`src/rtl/uart_chal_rx_if.sv`:
```
// Challenge hand-off bundle between the UART line parser (master) and the PUF control FSM (slave).
interface uart_chal_rx_if #(
  parameter int N = 64
) ();
  logic [N-1:0] chal_o;
  logic         chal_valid;
  logic         chal_ready;

  modport master (output chal_o, output chal_valid, input chal_ready);
  modport slave  (input chal_o, input chal_valid, output chal_ready);
endinterface

```
`src/rtl/uart_chal_rx.sv`:
```
// UART receiver and "C,<hex>\n" line parser that delivers host-chosen challenges over valid/ready.
// Optional even-parity framing is enabled by defining UART_RX_PARITY_EN.
module uart_chal_rx #(
  parameter int N      = 64,
  parameter int CLK_HZ = 100_000_000,
  parameter int BAUD   = 115200
) (
  input  logic             clk,
  input  logic             rst,
  input  logic             uart_rx_i,
  uart_chal_rx_if.master   chal_if,
  output logic             rx_busy,
  output logic             frame_err,
  output logic             parse_err,
  output logic             overrun
);

  localparam int BIT_CLKS = CLK_HZ / BAUD;
  localparam int HALF     = BIT_CLKS / 2;
  localparam int CW       = $clog2(BIT_CLKS + 1);
  localparam int D        = N / 4;
  localparam int DW       = $clog2(D + 1);

  localparam logic [CW-1:0] BIT_LAST  = CW'(BIT_CLKS - 1);
  localparam logic [CW-1:0] HALF_LAST = CW'(HALF - 1);
  localparam logic [DW-1:0] D_FULL    = DW'(D);

  localparam logic [7:0] CH_C     = 8'h43;
  localparam logic [7:0] CH_COMMA = 8'h2C;
  localparam logic [7:0] CH_LF    = 8'h0A;
  localparam logic [7:0] CH_CR    = 8'h0D;

  typedef enum logic [2:0] {
    S_IDLE  = 3'd0,
    S_START = 3'd1,
    S_DATA  = 3'd2,
`ifdef UART_RX_PARITY_EN
    S_PAR   = 3'd3,
`endif
    S_STOP  = 3'd4
  } bit_st_e;

  typedef enum logic [1:0] {
    P_C     = 2'd0,
    P_COMMA = 2'd1,
    P_HEX   = 2'd2,
    P_SKIP  = 2'd3
  } p_st_e;

  // Returns {is_hex_digit, nibble} for an ASCII byte.
  function automatic logic [4:0] hex_decode(input logic [7:0] b);
    if (b >= 8'h30 && b <= 8'h39) begin
      return {1'b1, b[3:0]};
    end else if ((b >= 8'h41 && b <= 8'h46) || (b >= 8'h61 && b <= 8'h66)) begin
      return {1'b1, b[3:0] + 4'd9};
    end else begin
      return 5'b0_0000;
    end
  endfunction

`ifdef UART_RX_PARITY_EN
  // High when data plus parity bit does not have an even number of ones.
  function automatic logic even_par_bad(input logic [7:0] data, input logic par);
    return ^{data, par};
  endfunction
`endif

  logic          sync1_q, sync1_d, sync2_q, sync2_d;
  bit_st_e       bit_st_q, bit_st_d;
  logic [CW-1:0] cnt_q, cnt_d;
  logic [2:0]    bit_idx_q, bit_idx_d;
  logic [7:0]    shift_q, shift_d;
  logic [7:0]    byte_q, byte_d;
  logic          byte_stb_q, byte_stb_d;
  logic          frame_err_q, frame_err_d;
  logic          rx_busy_q, rx_busy_d;
`ifdef UART_RX_PARITY_EN
  logic          par_bad_q, par_bad_d;
`endif
  p_st_e         p_st_q, p_st_d;
  logic [DW-1:0] dcnt_q, dcnt_d;
  logic [N-1:0]  acc_q, acc_d;
  logic          line_good_q, line_good_d;
  logic          parse_err_q, parse_err_d;
  logic [N-1:0]  chal_q, chal_d;
  logic          chal_valid_q, chal_valid_d;
  logic          overrun_q, overrun_d;

  logic          rxs_s;
  logic          stop_ok_s;
  logic [4:0]    hex_s;

  assign rxs_s = sync2_q;

  // Next-state logic for the synchroniser, bit engine, line parser and challenge register.
  always_comb begin
    sync1_d      = uart_rx_i;
    sync2_d      = sync1_q;
    bit_st_d     = bit_st_q;
    cnt_d        = cnt_q;
    bit_idx_d    = bit_idx_q;
    shift_d      = shift_q;
    byte_d       = byte_q;
    byte_stb_d   = 1'b0;
    frame_err_d  = 1'b0;
    p_st_d       = p_st_q;
    dcnt_d       = dcnt_q;
    acc_d        = acc_q;
    line_good_d  = 1'b0;
    parse_err_d  = 1'b0;
    chal_d       = chal_q;
    chal_valid_d = chal_valid_q;
    overrun_d    = 1'b0;
    hex_s        = hex_decode(byte_q);
`ifdef UART_RX_PARITY_EN
    par_bad_d    = par_bad_q;
    stop_ok_s    = rxs_s && !par_bad_q;
`else
    stop_ok_s    = rxs_s;
`endif

    case (bit_st_q)
      S_IDLE: begin
        cnt_d = {CW{1'b0}};
        if (!rxs_s) begin
          bit_st_d = S_START;
        end else begin
          bit_st_d = S_IDLE;
        end
      end
      S_START: begin
        if (cnt_q == HALF_LAST) begin
          cnt_d     = {CW{1'b0}};
          bit_idx_d = 3'd0;
          if (rxs_s) begin
            bit_st_d = S_IDLE;
          end else begin
            bit_st_d = S_DATA;
          end
        end else begin
          cnt_d = cnt_q + CW'(1);
        end
      end
      S_DATA: begin
        if (cnt_q == BIT_LAST) begin
          cnt_d     = {CW{1'b0}};
          shift_d   = {rxs_s, shift_q[7:1]};
          bit_idx_d = bit_idx_q + 3'd1;
          if (bit_idx_q == 3'd7) begin
`ifdef UART_RX_PARITY_EN
            bit_st_d = S_PAR;
`else
            bit_st_d = S_STOP;
`endif
          end else begin
            bit_st_d = S_DATA;
          end
        end else begin
          cnt_d = cnt_q + CW'(1);
        end
      end
`ifdef UART_RX_PARITY_EN
      S_PAR: begin
        if (cnt_q == BIT_LAST) begin
          cnt_d     = {CW{1'b0}};
          par_bad_d = even_par_bad(shift_q, rxs_s);
          bit_st_d  = S_STOP;
        end else begin
          cnt_d = cnt_q + CW'(1);
        end
      end
`endif
      S_STOP: begin
        // Leaving at mid-stop-bit leaves half a bit to catch a back-to-back start edge.
        if (cnt_q == BIT_LAST) begin
          cnt_d    = {CW{1'b0}};
          bit_st_d = S_IDLE;
          if (stop_ok_s) begin
            byte_stb_d = 1'b1;
            byte_d     = shift_q;
          end else begin
            frame_err_d = 1'b1;
          end
        end else begin
          cnt_d = cnt_q + CW'(1);
        end
      end
      default: begin
        bit_st_d = S_IDLE;
        cnt_d    = {CW{1'b0}};
      end
    endcase

    rx_busy_d = (bit_st_d != S_IDLE);

    if (frame_err_q) begin
      p_st_d = P_SKIP;
    end else if (byte_stb_q && (byte_q != CH_CR)) begin
      case (p_st_q)
        P_C: begin
          if (byte_q == CH_C) begin
            p_st_d = P_COMMA;
          end else if (byte_q == CH_LF) begin
            p_st_d = P_C;
          end else begin
            parse_err_d = 1'b1;
            p_st_d      = P_SKIP;
          end
        end
        P_COMMA: begin
          if (byte_q == CH_COMMA) begin
            p_st_d = P_HEX;
            dcnt_d = {DW{1'b0}};
            acc_d  = {N{1'b0}};
          end else if (byte_q == CH_LF) begin
            parse_err_d = 1'b1;
            p_st_d      = P_C;
          end else begin
            parse_err_d = 1'b1;
            p_st_d      = P_SKIP;
          end
        end
        P_HEX: begin
          if (hex_s[4]) begin
            if (dcnt_q == D_FULL) begin
              parse_err_d = 1'b1;
              p_st_d      = P_SKIP;
            end else begin
              acc_d  = {acc_q[N-5:0], hex_s[3:0]};
              dcnt_d = dcnt_q + DW'(1);
            end
          end else if (byte_q == CH_LF) begin
            p_st_d = P_C;
            if (dcnt_q == D_FULL) begin
              line_good_d = 1'b1;
            end else begin
              parse_err_d = 1'b1;
            end
          end else begin
            parse_err_d = 1'b1;
            p_st_d      = P_SKIP;
          end
        end
        P_SKIP: begin
          if (byte_q == CH_LF) begin
            p_st_d = P_C;
          end else begin
            p_st_d = P_SKIP;
          end
        end
        default: begin
          p_st_d = P_C;
        end
      endcase
    end else begin
      p_st_d = p_st_q;
    end

    // A load in the same clk as a consuming handshake takes precedence and is not an overrun.
    if (line_good_q && (!chal_valid_q || chal_if.chal_ready)) begin
      chal_d       = acc_q;
      chal_valid_d = 1'b1;
    end else if (line_good_q) begin
      overrun_d = 1'b1;
    end else if (chal_valid_q && chal_if.chal_ready) begin
      chal_valid_d = 1'b0;
    end else begin
      chal_valid_d = chal_valid_q;
    end
  end

  // State registers with synchronous reset.
  always_ff @(posedge clk) begin
    if (rst) begin
      sync1_q      <= 1'b1;
      sync2_q      <= 1'b1;
      bit_st_q     <= S_IDLE;
      cnt_q        <= {CW{1'b0}};
      bit_idx_q    <= 3'd0;
      shift_q      <= 8'h00;
      byte_q       <= 8'h00;
      byte_stb_q   <= 1'b0;
      frame_err_q  <= 1'b0;
      rx_busy_q    <= 1'b0;
`ifdef UART_RX_PARITY_EN
      par_bad_q    <= 1'b0;
`endif
      p_st_q       <= P_C;
      dcnt_q       <= {DW{1'b0}};
      acc_q        <= {N{1'b0}};
      line_good_q  <= 1'b0;
      parse_err_q  <= 1'b0;
      chal_q       <= {N{1'b0}};
      chal_valid_q <= 1'b0;
      overrun_q    <= 1'b0;
    end else begin
      sync1_q      <= sync1_d;
      sync2_q      <= sync2_d;
      bit_st_q     <= bit_st_d;
      cnt_q        <= cnt_d;
      bit_idx_q    <= bit_idx_d;
      shift_q      <= shift_d;
      byte_q       <= byte_d;
      byte_stb_q   <= byte_stb_d;
      frame_err_q  <= frame_err_d;
      rx_busy_q    <= rx_busy_d;
`ifdef UART_RX_PARITY_EN
      par_bad_q    <= par_bad_d;
`endif
      p_st_q       <= p_st_d;
      dcnt_q       <= dcnt_d;
      acc_q        <= acc_d;
      line_good_q  <= line_good_d;
      parse_err_q  <= parse_err_d;
      chal_q       <= chal_d;
      chal_valid_q <= chal_valid_d;
      overrun_q    <= overrun_d;
    end
  end

  assign chal_if.chal_o     = chal_q;
  assign chal_if.chal_valid = chal_valid_q;
  assign rx_busy            = rx_busy_q;
  assign frame_err          = frame_err_q;
  assign parse_err          = parse_err_q;
  assign overrun            = overrun_q;

endmodule

```
`src/flat_wrapper.sv`:
```
// flat-port wrapper written by rule: the top's interface ports become plain ports
module uart_chal_rx_flat 
#(
  parameter int N      = 64,
  parameter int CLK_HZ = 100_000_000,
  parameter int BAUD   = 115200
)
  (clk, rst, uart_rx_i, rx_busy, frame_err, parse_err, overrun, chal_if_chal_o, chal_if_chal_valid, chal_if_chal_ready);
  uart_chal_rx_if #(.N(N)) chal_if_i ();
  input  logic clk;
  input  logic rst;
  input  logic uart_rx_i;
  output logic rx_busy;
  output logic frame_err;
  output logic parse_err;
  output logic overrun;
  output wire logic [$bits(chal_if_i.chal_o)-1:0] chal_if_chal_o;
  output wire logic [$bits(chal_if_i.chal_valid)-1:0] chal_if_chal_valid;
  input wire logic [$bits(chal_if_i.chal_ready)-1:0] chal_if_chal_ready;
  assign chal_if_chal_o = chal_if_i.chal_o;
  assign chal_if_chal_valid = chal_if_i.chal_valid;
  assign chal_if_i.chal_ready = chal_if_chal_ready;
  uart_chal_rx #(.N(N), .CLK_HZ(CLK_HZ), .BAUD(BAUD)) u_core (.clk(clk), .rst(rst), .uart_rx_i(uart_rx_i), .chal_if(chal_if_i), .rx_busy(rx_busy), .frame_err(frame_err), .parse_err(parse_err), .overrun(overrun));
endmodule
```
`config.mk`:
```
export PLATFORM = sky130hd
export DESIGN_NAME = uart_chal_rx_flat
export DESIGN_NICKNAME = d
export VERILOG_FILES = /design/src/rtl/uart_chal_rx_if.sv /design/src/rtl/uart_chal_rx.sv /design/src/flat_wrapper.sv
export SDC_FILE = /design/constraint.sdc
export NUM_CORES = 1
export LEC_CHECK = 0
export CAP_MARGIN = 5
export CORE_UTILIZATION = 30
export DETAILED_ROUTE_END_ITERATION = 8
export PLACE_DENSITY = 0.59
export SLEW_MARGIN = 10
export SYNTH_ARGS = -nofsm -noshare
export SYNTH_HDL_FRONTEND = slang
export SYNTH_SLANG_ARGS = --single-unit
```
`constraint.sdc`:
```
create_clock -name clk -period 4.8 [get_ports clk]
set_clock_uncertainty 0.2 [all_clocks]
set_input_delay 0.72 -clock clk [delete_from_list [all_inputs] [get_ports clk]]
set_output_delay 0.72 -clock clk [all_outputs]
set_load 0.01 [all_outputs]
```
==> results of run 1 <==
[synth_stat cells, types with 3 or more instances]
cell type    n  area, um^2
dfxtp_1    176        3520
nand2_1    149         559
a21oi_1     80         400
a22o_1      63         552
nor2_1      26        97.6
nand3_1     20         100
clkbuf_1    19        71.3
ha_1        16         200
inv_1       16        60.1
buf_6       13         146
mux2i_1      9        90.1
nor3_1       8        40.0
buf_1        6        22.5
buf_2        6        30.0
nor2b_1      6        37.5
xor2_1       6        52.6
o31ai_1      4        30.0
and2_1       3        18.8
mux2_1       3        33.8
nand2b_1     3        18.8
nand4_1      3        18.8
nand4bb_1    3        33.8
nor4_1       3        18.8
or4_1        3        22.5
xnor2_1      3        26.3
[worst max-delay path: cells and delay by family (launching register included)]
kind	cells	cell delay, ps
buffers and inverters	3	580
flip-flops	1	360
adder cells (fa/ha/maj)	1	230
AO/OA/AOI/OAI	4	1880
[how the worst min path moves through the flow]
stage	startpoint	to	slack, ps	cells past startpoint
floorplan	u_core.sync1_q	u_core.rxs_s	190	1
global placement	u_core.sync1_q	u_core.rxs_s	210	1
detailed placement	u_core.sync1_q	u_core.rxs_s	200	1
CTS	u_core.sync1_q	u_core.rxs_s	220	1
global route	u_core.sync1_q	u_core.rxs_s	250	1
finish	u_core.sync1_q	u_core.rxs_s	220	1
[per-layer routing]
layer,share of wire [%],up-vias,track usage [%]
met2,45,80,19.2
met5,0,-,0
met3,3.8,14,3.36
met4,1.1,0,4.28
met1,51,2319,17.9
li1,-,2537,-
[state kept, by name, summed over array words and instances, names as in the netlist, 2 cells and up]
signal                 cells
u_core.p_st_q              2
u_core.shift_q             8
u_core.chal_if.chal_o     64
u_core.byte_q              8
u_core.acc_q              64
u_core.bit_idx_q           3
u_core.dcnt_q              5
u_core.bit_st_q            3
u_core.cnt_q              10
[per-stage QoR]
stage               hold slack, ps  instance area [um^2]  worst slack, ps
detailed placement             202                  7600             1470
CTS                            220                  8170             1460
floorplan                      189                  6760             2510
global route                   247                  8170             1210
global placement               206                  7600             1550
finish                         216                  8170             1480
[power by group through the flow]
stage	combinational, uW	clock, uW	sequential, uW
floorplan	30.6	0	1500
global placement	35.3	0	1500
detailed placement	35.1	0	1500
CTS	35.3	1390	1460
global route	38.0	1460	1460
finish	34.4	1350	1460
[cell families (layout without fill, tap and decap cells)]
family,count (synthesis),after routing,share of synthesized area [%]
xor+xnor,9,9,1.17
simple gates,250,250,18.2
compound gates,172,172,18.4
buf+inv,62,126,5.05
mux,13,13,2.00
flops,176,176,52.1
fa+ha+maj,17,17,3.11
[final cells by class]
class	instances	area [um^2]
timing repair buffer	78	763
tap	280	350
sequential	176	3520
clock inverter	11	123
multi-input combinational	461	2900
inverter	17	63.8
fill	2156	13800
clock buffer	20	447
==> run metrics, run 1 <==
EDFF count, synth=0; Pint=2210 uW; DR vias=4950; IO buf count=72; P_sw=631 uW; clk slew on worst S/H paths=70 ps; crit path to=u_core.acc_q[27]; post-cts sizing count=0; Final Core Density=37.2%; I/O pins=73; FMAX=301 MHz; Area growth, synth to finish=20.8%; CTS Buf Count=17; antenna-violating nets left=0; largest net degree at the start of global routing=77; DRC=18; Cells after Synth=699; CTS root buf=clkbuf_16; Final Hold Vio Count=0; average wire per standard cell=13.6 um; row cnt=54; Crit Path Class=flip-flop to flip-flop; placed cells=1012; Tcrit/Tclk final=69.2%; CP cell instances=inv_1, ha_1, clkinv_1, o311a_4, a211oi_4, o21ba_2, buf_4, a22o_1; clock buffer depth=2; Main synth FF type=dfxtp_1; Critical Path End Type=flip-flop; Reg2Reg Setup Slack=1480 ps; Slew HR=21.5%; initial antenna violation count=0; routed vias/inst=4.75; Clk pwr share=47.4%; maxcap violations=0; R2R depth=8; combinational share of power=1.2%; chip height=152 um; layout cells sized above 1=7.86%; layout net count=771; P_leak=0.00289 uW; Cell Area, Synth=6760 um^2; setup TNS=0 ps; FFs w/ async S/R, synth=0%; Pre-Repair DR Iteration Count=6; global route overflow=0; Final Max Slew Viols=0; Worst Setup Start Kind=flip-flop; YS warnings=0; Num Clock Sinks=176; Synth cell types=68; r2r endpoint=u_core.acc_q[27]; CTS hold repair buffers=0; RSZ-0062 raised after global routing=no; switch share=22.2%; Detail Placement HPWL=9220 um; CP max-delay cell=o21ba_2; vias in the first global route=4674; routability cong.=0.744; total power=2840 uW; flops & latches, synth=176; VDD IR-drop max=0.226 mV; total track usage=12.8%; sequential area share after synthesis=52.1%; first-pass GRT wire length=24200 um; Period minus WS final=3320 ps; 1st-iter DRT viols=309; die width=152 um; most frequent cells in the layout=176 x dfxtp_1, 148 x nand2_1, 80 x a21oi_1; endpoints failing setup=0; clk_lat worst skew=420 ps; Die Area=23100 um^2; Routed WL=14200 um; Mean Syn Cell Area=9.67 um^2; outcome=finished, violations left; non-filler cells, final=1043; power per cell area=348 nW/um^2; commonest non-fill, non-tap cell in the layout=dfxtp_1; Hold Path Class=flip-flop to flip-flop; core area=22000 um^2; Slew @ Worst Pin=1180 ps; worst setup path startpoint=u_core.byte_q[0]; Seq pwr share=51.4%; CP required=4960 ps; CP max FO=51; H-tree Lvls=4; Synth Net Count=719; Data arrival, critical path=3480 ps; n_diodes=0; violations in the final reports=design-rule violations; CTS tree=yes; Initial Util=30.8%; post-CTS setup buffer count=0; Crit path largest cell delay=940 ps; worst r2r src=u_core.byte_q[0]
(Power assumes the default switching activity.)
==> run 2, diff against run 1 <==
--- a/config.mk
+++ b/config.mk
@@ -8,7 +8,7 @@
 export CAP_MARGIN = 5
 export CORE_UTILIZATION = 30
 export DETAILED_ROUTE_END_ITERATION = 8
-export PLACE_DENSITY = 0.59
+export PLACE_DENSITY = 0.6
 export SLEW_MARGIN = 10
 export SYNTH_ARGS = -nofsm -noshare
 export SYNTH_HDL_FRONTEND = slang
==> constraint.sdc (replaced) <==
create_clock -name clk -period 2.7 [get_ports clk]
set_clock_uncertainty 0.2 [all_clocks]
set_input_delay 0.405 -clock clk [delete_from_list [all_inputs] [get_ports clk]]
set_output_delay 0.405 -clock clk [all_outputs]
set_load 0.01 [all_outputs]
==> run metrics, run 2 (synthesis results as in run 1) <==
DR vias=4999; CTS root buf=clkbuf_16; Worst Setup Start Kind=flip-flop; FMAX=400 MHz; post-cts sizing count=0; I/O pins=73; Detail Placement HPWL=9430 um; CP required=2810 ps; Crit path largest cell delay=470 ps; outcome=finished, violations left; Data arrival, critical path=2610 ps; fill count=2186; maxcap violations=0; power per cell area=630 nW/um^2; first-pass GRT wire length=24600 um; worst setup path startpoint=u_core.byte_q[1]; clock buffer depth=2; average wire per standard cell=13.7 um; core area=22000 um^2; initial antenna violation count=0; VDD IR-drop max=0.321 mV; Num Clock Sinks=176; die width=152 um; Tcrit/Tclk final=92.6%; Final Max Slew Viols=0; worst min-delay path startpoint=u_core.sync1_q; routed vias/inst=4.77; Hold Path Class=flip-flop to flip-flop; Reg2Reg Setup Slack=200 ps; Area growth, synth to finish=22.8%; DRC=16; row cnt=54; n_diodes=0; chip height=152 um; most frequent cells in the layout=176 x dfxtp_1, 148 x nand2_1, 80 x a21oi_1; 1st-iter DRT viols=291; non-filler cells, final=1049; IO buf count=72; Final Core Density=37.8%; layout net count=776; Period minus WS final=2500 ps; CTS Buf Count=17; P_leak=0.00296 uW; RSZ-0062 raised after global routing=no; Critical Path End Type=flip-flop; worst r2r src=u_core.byte_q[1]; antenna-violating nets left=0; vias in the first global route=4840; CP cell instances=inv_1, ha_1, a311oi_2, nand3_4, o21ba_2, buf_4, mux2_2; commonest non-fill, non-tap cell in the layout=dfxtp_1; endpoints failing setup=0; CP max-delay cell=a311oi_2; Routed WL=14400 um; Pre-Repair DR Iteration Count=6; CP max FO=20; Crit Path Class=flip-flop to flip-flop; routability cong.=0.796; largest net degree at the start of global routing=65; setup TNS=0 ps; global route overflow=0; Die Area=23100 um^2; Final Hold Vio Count=0; placed cells=1016; Slew HR=57.8%; Initial Util=30.8%; layout cells sized above 1=8.71%; clk slew on worst S/H paths=70 ps; Worst path top cell family by delay=compound AO/OA/AOI/OAI gates; violations in the final reports=design-rule violations; H-tree Lvls=4; clk_lat worst skew=430 ps; CTS tree=yes; Crit path buffers/inverters=2; total track usage=13.1%; Slew @ Worst Pin=624 ps; hold slack final=219 ps
==> run 2: repair_timing <==
| action | CTS | global route |
|---|---|---|
| hold buffers | 0 | 0 |
| setup endpoints to repair | 0 | 22 |
| buffers inserted | 0 | 1 |
==> run 2: per-layer routing <==
metal | vias up | track usage [%] | part of all wire, %
met5 | - | 0 | 0
met4 | 0 | 5.30 | 1.6
met3 | 18 | 2.65 | 3.1
met2 | 74 | 21.2 | 45
met1 | 2356 | 17.0 | 50
li1 | 2551 | - | -
==> run 2: worst reg2reg max path, cell delays in order (launching register included) <==
cell and delay (ps):
dfxtp_1 430, inv_1 110, ha_1 270, a311oi_2 470, nand3_4 180, o21ba_2 260, buf_4 210, mux2_2 270
==> run 2: worst paths after layout <==
check                                         to  cells after the start
worst max-delay path            u_core.dcnt_q[0]                      7
worst min-delay path                u_core.rxs_s                      1
worst max register to register  u_core.dcnt_q[0]                      7
worst min register to register      u_core.rxs_s                      1
==> run 2: area by class of cell <==
cell class              instances  area [um^2]  area share (%)
well taps                     280          350            4.22
flip-flops and latches        176         3520            42.4
inverters                      17         63.8           0.768
repair buffers                 83          851            10.2
multi-input cells             461         2900            34.9
clock buffers                  19          443            5.33
clock inverters                13          175            2.11
==> run 2: report_power, final <==
group,internal [uW],switching (uW),total [uW]
Combinational,17.5,49.8,67.3
Clock,1500,1070,2570
Sequential,2600,3.66,2600
Total,4120,1120,5240
==> run 2: per-stage QoR <==
stage	setup slack [ps]	area, um^2	power, uW
2_1_floorplan	407	6760	2710
3_5_place_dp	167	7680	2730
4_1_cts	157	8300	5310
5_1_grt	68.9	8310	5410
3_3_place_gp	216	7680	2730
6_report	200	8310	5240
